$ cat src/rtl/multipack_pkg.sv
// Shared types for the multipack arbiter: the 3-bit request word and its evaluation mask.
package multipack_pkg;

  // Field c is the top bit so that the mask covers only a and b.
  typedef struct packed {
    logic c;
    logic b;
    logic a;
  } struct_t;

  typedef union packed {
    logic [2:0] raw;
    struct_t    fields;
  } union_t;

  localparam logic [2:0] EVAL_MASK = 3'b011;

endpackage

$ cat src/rtl/multipack_arbiter_rr_pick.sv
// Combinational round-robin picker: first requesting lane at or above ptr, wrapping to lane 0.
module rr_pick #(
  parameter int COUNT  = 4,
  parameter int LANE_W = $clog2(COUNT)
) (
  input  logic [COUNT-1:0]  req,
  input  logic [LANE_W-1:0] ptr,
  output logic [COUNT-1:0]  grant,
  output logic [LANE_W-1:0] idx,
  output logic              any
);

  logic [COUNT-1:0]  upper;
  logic [COUNT:0]    hi_seen;
  logic [COUNT:0]    lo_seen;
  logic [COUNT-1:0]  hi_grant;
  logic [COUNT-1:0]  lo_grant;
  logic [LANE_W-1:0] idx_acc [COUNT+1];

  assign hi_seen[0] = 1'b0;
  assign lo_seen[0] = 1'b0;
  assign idx_acc[0] = '0;

  // Two find-first chains: one over lanes >= ptr, one over all lanes as the wrap fallback.
  for (genvar gi = 0; gi < COUNT; gi++) begin : g_lane
    assign upper[gi]      = req[gi] && (LANE_W'(gi) >= ptr);
    assign hi_grant[gi]   = upper[gi] && !hi_seen[gi];
    assign hi_seen[gi+1]  = hi_seen[gi] || upper[gi];
    assign lo_grant[gi]   = req[gi] && !lo_seen[gi];
    assign lo_seen[gi+1]  = lo_seen[gi] || req[gi];
    assign idx_acc[gi+1]  = idx_acc[gi] | (grant[gi] ? LANE_W'(gi) : '0);
  end

  assign grant = hi_seen[COUNT] ? hi_grant : lo_grant;
  assign idx   = idx_acc[COUNT];
  assign any   = lo_seen[COUNT];

endmodule

$ cat src/rtl/multipack_arbiter.sv
// Round-robin shared mask-and-evaluate unit with a one-deep valid/ready result slot
// and a sticky per-lane result vector.
module multipack_arbiter
  import multipack_pkg::*;
#(
  parameter int COUNT  = 4,
  parameter int LANE_W = $clog2(COUNT)
) (
  input  logic                    clk,
  input  logic                    rst_n,
  input  logic [COUNT-1:0]        req_valid,
  input  union_t [COUNT-1:0]      req_data,
  output logic [COUNT-1:0]        req_ready,
  output logic                    res_valid,
  input  logic                    res_ready,
  output logic [LANE_W-1:0]       res_lane,
  output logic                    res_hit,
  output logic                    res_bit,
  output logic [COUNT-1:0]        out
);

  typedef enum logic {EMPTY, FULL} state_t;

  state_t            state_reg, state_next;
  logic [LANE_W-1:0] ptr_reg, ptr_next;
  logic [LANE_W-1:0] res_lane_reg, res_lane_next;
  logic              res_hit_reg, res_hit_next;
  logic              res_bit_reg, res_bit_next;
  logic [COUNT-1:0]  out_reg, out_next;

  logic [COUNT-1:0]  pick_grant;
  logic [LANE_W-1:0] pick_idx;
  logic              pick_any;
  logic              slot_free;
  logic              do_grant;
  logic [2:0]        sel_acc [COUNT+1];
  union_t            sel_word;
  logic              eval_hit;
  logic              eval_bit;

  rr_pick #(
    .COUNT  (COUNT),
    .LANE_W (LANE_W)
  ) u_pick (
    .req   (req_valid),
    .ptr   (ptr_reg),
    .grant (pick_grant),
    .idx   (pick_idx),
    .any   (pick_any)
  );

  // rst_n gates the grant so nothing handshakes during the reset cycle.
  assign slot_free = (state_reg == EMPTY) || res_ready;
  assign do_grant  = slot_free && pick_any && rst_n;
  assign req_ready = do_grant ? pick_grant : '0;

  assign sel_acc[0] = 3'b000;
  for (genvar gi = 0; gi < COUNT; gi++) begin : g_sel
    assign sel_acc[gi+1] = sel_acc[gi] | (pick_grant[gi] ? req_data[gi].raw : 3'b000);
    assign out_next[gi]  = (req_ready[gi] && eval_hit) ? eval_bit : out_reg[gi];
  end

  assign sel_word.raw = sel_acc[COUNT];
  assign eval_hit     = |(sel_word.raw & EVAL_MASK);
  assign eval_bit     = eval_hit && (sel_word.fields.a ^ sel_word.fields.b);

  always_comb begin
    state_next    = state_reg;
    ptr_next      = ptr_reg;
    res_lane_next = res_lane_reg;
    res_hit_next  = res_hit_reg;
    res_bit_next  = res_bit_reg;
    if (do_grant) begin
      state_next    = FULL;
      res_lane_next = pick_idx;
      res_hit_next  = eval_hit;
      res_bit_next  = eval_bit;
      ptr_next      = (pick_idx == LANE_W'(COUNT - 1)) ? '0 : pick_idx + LANE_W'(1);
    end else if ((state_reg == FULL) && res_ready) begin
      state_next = EMPTY;
    end
  end

  always_ff @(posedge clk) begin
    if (!rst_n) begin
      state_reg    <= EMPTY;
      ptr_reg      <= '0;
      res_lane_reg <= '0;
      res_hit_reg  <= 1'b0;
      res_bit_reg  <= 1'b0;
      out_reg      <= '0;
    end else begin
      state_reg    <= state_next;
      ptr_reg      <= ptr_next;
      res_lane_reg <= res_lane_next;
      res_hit_reg  <= res_hit_next;
      res_bit_reg  <= res_bit_next;
      out_reg      <= out_next;
    end
  end

  assign res_valid = (state_reg == FULL);
  assign res_lane  = res_lane_reg;
  assign res_hit   = res_hit_reg;
  assign res_bit   = res_bit_reg;
  assign out       = out_reg;

endmodule

$ cat config.mk
export PLATFORM = sky130hd
export DESIGN_NAME = multipack_arbiter
export DESIGN_NICKNAME = d
export VERILOG_FILES = /design/src/rtl/multipack_pkg.sv /design/src/rtl/multipack_arbiter_rr_pick.sv /design/src/rtl/multipack_arbiter.sv
export SDC_FILE = /design/constraint.sdc
export NUM_CORES = 1
export LEC_CHECK = 0
export BUFFER_PORTS_ARGS = -buffer_cell sky130_fd_sc_hd__buf_2
export CORE_MARGIN = 4
export CORE_UTILIZATION = 39
export CTS_CLUSTER_SIZE = 20
export DETAILED_ROUTE_END_ITERATION = 6
export GPL_TIMING_DRIVEN = 0
export PLACE_DENSITY = 0.72
export SLEW_MARGIN = 25
export SYNTH_ARGS = -nofsm -noshare
export SYNTH_HDL_FRONTEND = slang
export SYNTH_SLANG_ARGS = --single-unit
$ cat constraint.sdc
create_clock -name clk -period 1.8 [get_ports clk]
set_input_delay 0.18 -clock clk [delete_from_list [all_inputs] [get_ports clk]]
set_output_delay 0.18 -clock clk [all_outputs]
set_load 0.1 [all_outputs]
* Word level (Yosys, flattened, before mapping)
Cells that the tools add are included.
** Word-level totals
- Output and inout port bits :: 13
- Bits of input ports :: 19
- Flip-flop bits (word level) :: 11
** Cells by class
- $add $sub $neg :: 1
- Order comparisons :: 4
- Eq/ne operators :: 1
- Bitwise gates (word level) :: 7
- Muxes and demuxes :: 12
- Reduce and logical (&&, ||, !) cells :: 33
** Operators by type and width (number)
- $logic_and 1x1->1 :: 18
- $mux 2 :: 7
- $or 2x2->2 :: 5
- $mux 4 :: 2
- $logic_or 1x1->1 :: 7
- $logic_not 1->1 :: 6
- $ge 1x2->1 const A :: 2
- $ge 2x2->1 const A :: 2
- $mux 1 :: 3
- $add 2x1->2 const B :: 1
- $eq 2x2->1 const B :: 1
- $reduce_bool 2->1 :: 1
- $reduce_or 2->1 :: 1
- $not 1->1 :: 1
- $xor 1x1->1 :: 1

* Logic depth before layout (Yosys ltp)
- Depth in word-level cells :: 13
- Depth in mapped cells :: 8

* Hierarchy
From an unflattened synthesis, not the netlist that was laid out.
** Unflattened totals
- Cells, all modules :: 92
- Area, all modules :: 795.8 um^2
** Modules (own cells, without submodules)
- multipack_arbiter :: times used 1, cells each 60, area each 569.3 um^2
- rr_pick :: times used 1, cells each 32, area each 226.5 um^2

* Worst setup path before layout
OpenSTA, ideal clock, no wires.
- Path kind :: flip-flop to output port
- Start :: reg state_reg, in the netlist res_valid
- End :: out req_ready[1]
- Arrival :: 2423 ps
- Buffers on the path :: 1
- Setup slack :: -803 ps
- Data required time :: 1620 ps
- Stages on the path, launching flop included :: 5
- Cell sequence :: dfxtp_1 nand2b_1 nand3_2 buf_6 nor2_1
** On the way
- Longest elaborated chain between the ends :: 5
** Ends and longest elaborated chain
- start: declaration :: line multipack_arbiter.sv:24 : state_t state_reg, state_next;
- start signal: assignment :: line multipack_arbiter.sv:93 : state_reg <= state_next;
- $not 1->1 :: line multipack_arbiter.sv:53 : assign slot_free = (state_reg == EMPTY) || res_ready;
- $logic_or 1x1->1 :: line multipack_arbiter.sv:53
- $logic_and 1x1->1 (2 in series) :: line multipack_arbiter.sv:54 : assign do_grant = slot_free && pick_any && rst_n;
- $mux 4 :: line multipack_arbiter.sv:55 : assign req_ready = do_grant ? pick_grant : '0;
- end: declaration :: line multipack_arbiter.sv:13 : output logic [COUNT-1:0] req_ready,
Every way passes these cells.

* Worst setup path after layout
- Start :: reg ptr_reg[1]
- End :: reg out_reg[3], in the netlist out[3]
** On the way
- Longest elaborated chain between the ends :: 12
** Ends and longest elaborated chain
- start: declaration :: line multipack_arbiter.sv:25 : logic [LANE_W-1:0] ptr_reg, ptr_next;
- start signal: assignment :: line multipack_arbiter.sv:94 : ptr_reg <= ptr_next;
- $ge 1x2->1 :: line multipack_arbiter_rr_pick.sv:26 : assign upper[gi] = req[gi] && (LANE_W'(gi) >= ptr);
- $logic_and 1x1->1 :: line multipack_arbiter_rr_pick.sv:26
- $logic_or 1x1->1 (3 in series) :: line multipack_arbiter_rr_pick.sv:28 : assign hi_seen[gi+1] = hi_seen[gi] || upper[gi];
- $mux 4 (*) :: line multipack_arbiter_rr_pick.sv:34 : assign grant = hi_seen[COUNT] ? hi_grant : lo_grant;
- $mux 2 :: line multipack_arbiter.sv:59 : assign sel_acc[gi+1] = sel_acc[gi] | (pick_grant[gi] ? req_data[gi].raw : 3'b000);
- $or 2x2->2 (3 in series) :: line multipack_arbiter.sv:59
- $reduce_or 2->1 or $xor 1x1->1 (tied branches) :: line multipack_arbiter.sv:64, multipack_arbiter.sv:65
- $logic_and 1x1->1 (on tied branches) :: line multipack_arbiter.sv:65, multipack_arbiter.sv:60
- end signal: assignment :: line multipack_arbiter.sv:98 : out_reg <= out_next;
- end: declaration :: line multipack_arbiter.sv:29 : logic [COUNT-1:0] out_reg, out_next;
Mark *: on every way between the ends. The rest lies on a longest branch, timed or not.
A chain may end at the register's enable or synchronous reset.

==> results.py <==
metrics = {
    "logic_synthesis": {
        "synth-seq-cells": 11,
        "synth_top_area_share_pct": 33.2,
        "ys_seq_area_share_pct": 33.2,
        "syn_nets": 102,
        "synth_edf_count": 0,
        "synth_largest_area_cell": "dfxtp_1",
        "yosysUniqueCellTypes": 34,
        "synth_flop_cell": "dfxtp_1",
        "synthTopCellsByArea": "dfxtp_1 (33%), nand2b_1 (5.7%), mux2i_1 (4.5%), nand2_1 (4.5%), a221oi_1 (4.0%)",
        "synth_area_um2": 663,
        "syn_inst": 82,
        "syn_area_per_cell_um2": 8.09,
        "ys_async_sr_fraction_pct": 0,
        "ys_warn_count": 0,
    },
    "placement": {
        "placed_cell_area_um2": 860,
        "dp_hpwl_um": 1310,
        "portBuffers": 27,
        "gp_congestion": 0.741,
        "post-place-cells": 125,
        "post-place-ws_ps": -403,
    },
    "finish": {
        "drive_gt1_share_pct": 60.7,
        "fillers": 98,
        "largest_reg_flops": 4,
        "num-nets-final": 143,
        "final_cell_count_no_fill": 138,
        "n_antenna_cell": 0,
        "final_cell_mix": "buf_2 (24), dfxtp_1 (8), buf_4 (8), nand2_1 (6), inv_1 (5)",
        "mostFrequentLayoutCell": "buf_2",
        "area_growth_pct": 79.8,
        "final_area_um2": 1190,
    },
    "die": {
        "core_region_area_um2": 1560,
        "fp.dieW_um": 49.2,
        "fp.dieArea_um2": 2420,
        "start_util_pct": 42.5,
        "io_pins": 32,
        "fp.dieH_um": 49.2,
        "row_count": 14,
    },
    "sta": {
        "final-hold-violation-count": 0,
        "finClkSkew_ps": 12.8,
        "worst_slew_pin_slew_ps": 512,
        "fmax_mhz": 514,
        "drv_slew": 0,
        "setup_viol": 8,
        "rsz0062_at_grt": "true",
        "fin_ws_ps": -146,
        "fin_crit_ps": 1950,
        "min_period_over_period_pct": 108,
        "slew-limit-headroom_pct": 65.9,
        "holdWs_ps": 234,
    },
    "power_and_ir_drop": {
        "powerDensity_nw_per_um2": 852,
        "cellLeakagePower_nw": 0.522,
        "p_total_mw": 1.02,
        "irDropWorstVdd_uv": 517,
    },
    "clocking": {
        "cts_buffers": 3,
        "cts_root_buffer": "clkbuf_4",
        "clkTransAtPathRegs_ps": 80,
        "cts_tree": "built",
        "cts_buffer_depth": 2,
        "cts.sinks": 11,
        "worstSkewPairLatency_ps": 290,
        "cts-htree-levels": 1,
    },
    "status": {
        "status": "finished with violations",
        "violations": "negative setup slack",
    },
    "drt": {
        "routed_wl_um": 2340,
        "antenna_left": 0,
        "post_drt_wl_per_cell_um": 16.9,
        "routed_via_density": 5.95,
        "initialDrtViolationCount": 23,
        "via_count": 821,
        "drtPass1Iterations": 4,
        "drc_errors": 0,
    },
    "grt": {
        "antenna_found_initial": 0,
        "grt_max_degree": 11,
        "grt_pass1_vias": 792,
        "grtUsageMet2_pct": 31.7,
        "grt_pass1_wl_um": 3420,
        "grt_overflow": 0,
        "grt_use_met3_pct": 5.81,
        "grt-busiest-layer": "met2",
        "use_met1_pct": 20.0,
        "grt_usage_pct": 18.0,
    },
    "worst_setup_path": {
        "crit_type": "register to register",
        "r2r-start": "ptr_reg[1]",
        "critPathLaunchType": "register",
        "cp.required_ps": 1950,
        "critPathCaptureType": "register",
        "path_max_fanout": 6,
        "reg2reg_slack_ps": -150,
        "r2r_end": "out[3]",
        "critPathArrivalTime_ps": 2100,
        "critPathLaunch": "ptr_reg[1]",
        "ff2ff_path_depth": 8,
    },
    "min_path": {
        "holdCritStartpoint": "rst_n",
        "worstHoldPathType": "input pin to register",
        "hold_path_end": "out[1]",
        "whs_path_depth": 3,
    },
    "flow_run": {
        "maxCapViolCount": 0,
    },
}
## power breakdown
part	total, mW	internal, mW	leakage, nW	switching, mW
sequential	0.285	0.269	0.0916	0.0165
clock	0.183	0.0862	0.0150	0.0972
combinational	0.547	0.188	0.415	0.359
total	1.02	0.543	0.522	0.473
## synth_stat cells, types with 3 or more instances
cell type  number
nand2_1         8
a221oi_1        3
nor2_1          6
nand3_1         4
inv_1           5
o21ai_0         3
dfxtp_1        11
nand2b_1        6
mux2i_1         3
a21oi_1         3
## layout make-up
type / count / area, µm² / area share, %
multi-input combinational: 62 / 608 / 51.0
tap: 16 / 20.0 / 1.68
sequential: 11 / 226 / 19.0
timing repair buffer: 36 / 255 / 21.4
buffer: 4 / 37.5 / 3.15
inverter: 5 / 18.8 / 1.57
clock buffer: 4 / 26.3 / 2.20
## through the flow
| step | TNS [ps] | util [%] |
|---|---|---|
| 2_1_floorplan | -335 | - |
| 3_3_place_gp | -1960 | 55.1 |
| 3_5_place_dp | -2170 | 55.1 |
| 4_1_cts | -244 | 67.1 |
| 5_1_grt | -1520 | 76.5 |
| 6_report | -701 | 76.5 |
## worst max path at each step
stage / end / cells after the start / slack [ps]
floorplan: out[1] / 8 / -80
global placement: out[0] / 8 / -360
detailed placement: out[1] / 8 / -400
CTS: out[3] / 8 / -60
global route: res_hit / 8 / -240
finish: out[3] / 8 / -150
## critical path, stage by stage, from the launching register on
cell      delay [ps]
dfxtp_2          340
buf_6            110
a21oi_2           50
o211ai_1         360
o22ai_1          200
a221oi_2         280
ha_4             280
nor4_4            60
mux2i_1          130
## repair_timing
action                                  4_1_cts  5_1_grt
pin swaps                                    10       12
endpoints found under the setup margin       10       10
hold endpoints to repair                      0        0
gates cloned                                  0        1
hold buffers                                  0        0
setup buffers                                 4        4
gates resized for setup                      28       18
## layer usage
layer,part of all wire (%),wire length (µm)
met1,39,905
met2,53,1230
met3,5.9,138
met4,2.6,61
met5,0,0
## cell families (layout without fill, tap and decap cells)
group	Yosys count	in the layout	share of synthesized area, %
and+or+nand+nor	37	37	30.9
AOI/OAI and AO/OA	21	21	21.9
muxes	3	3	4.53
DFF	11	11	33.2
adders and majority gates	1	1	1.89
buffers and inverters	9	49	7.55
(Power assumes the default switching activity.)
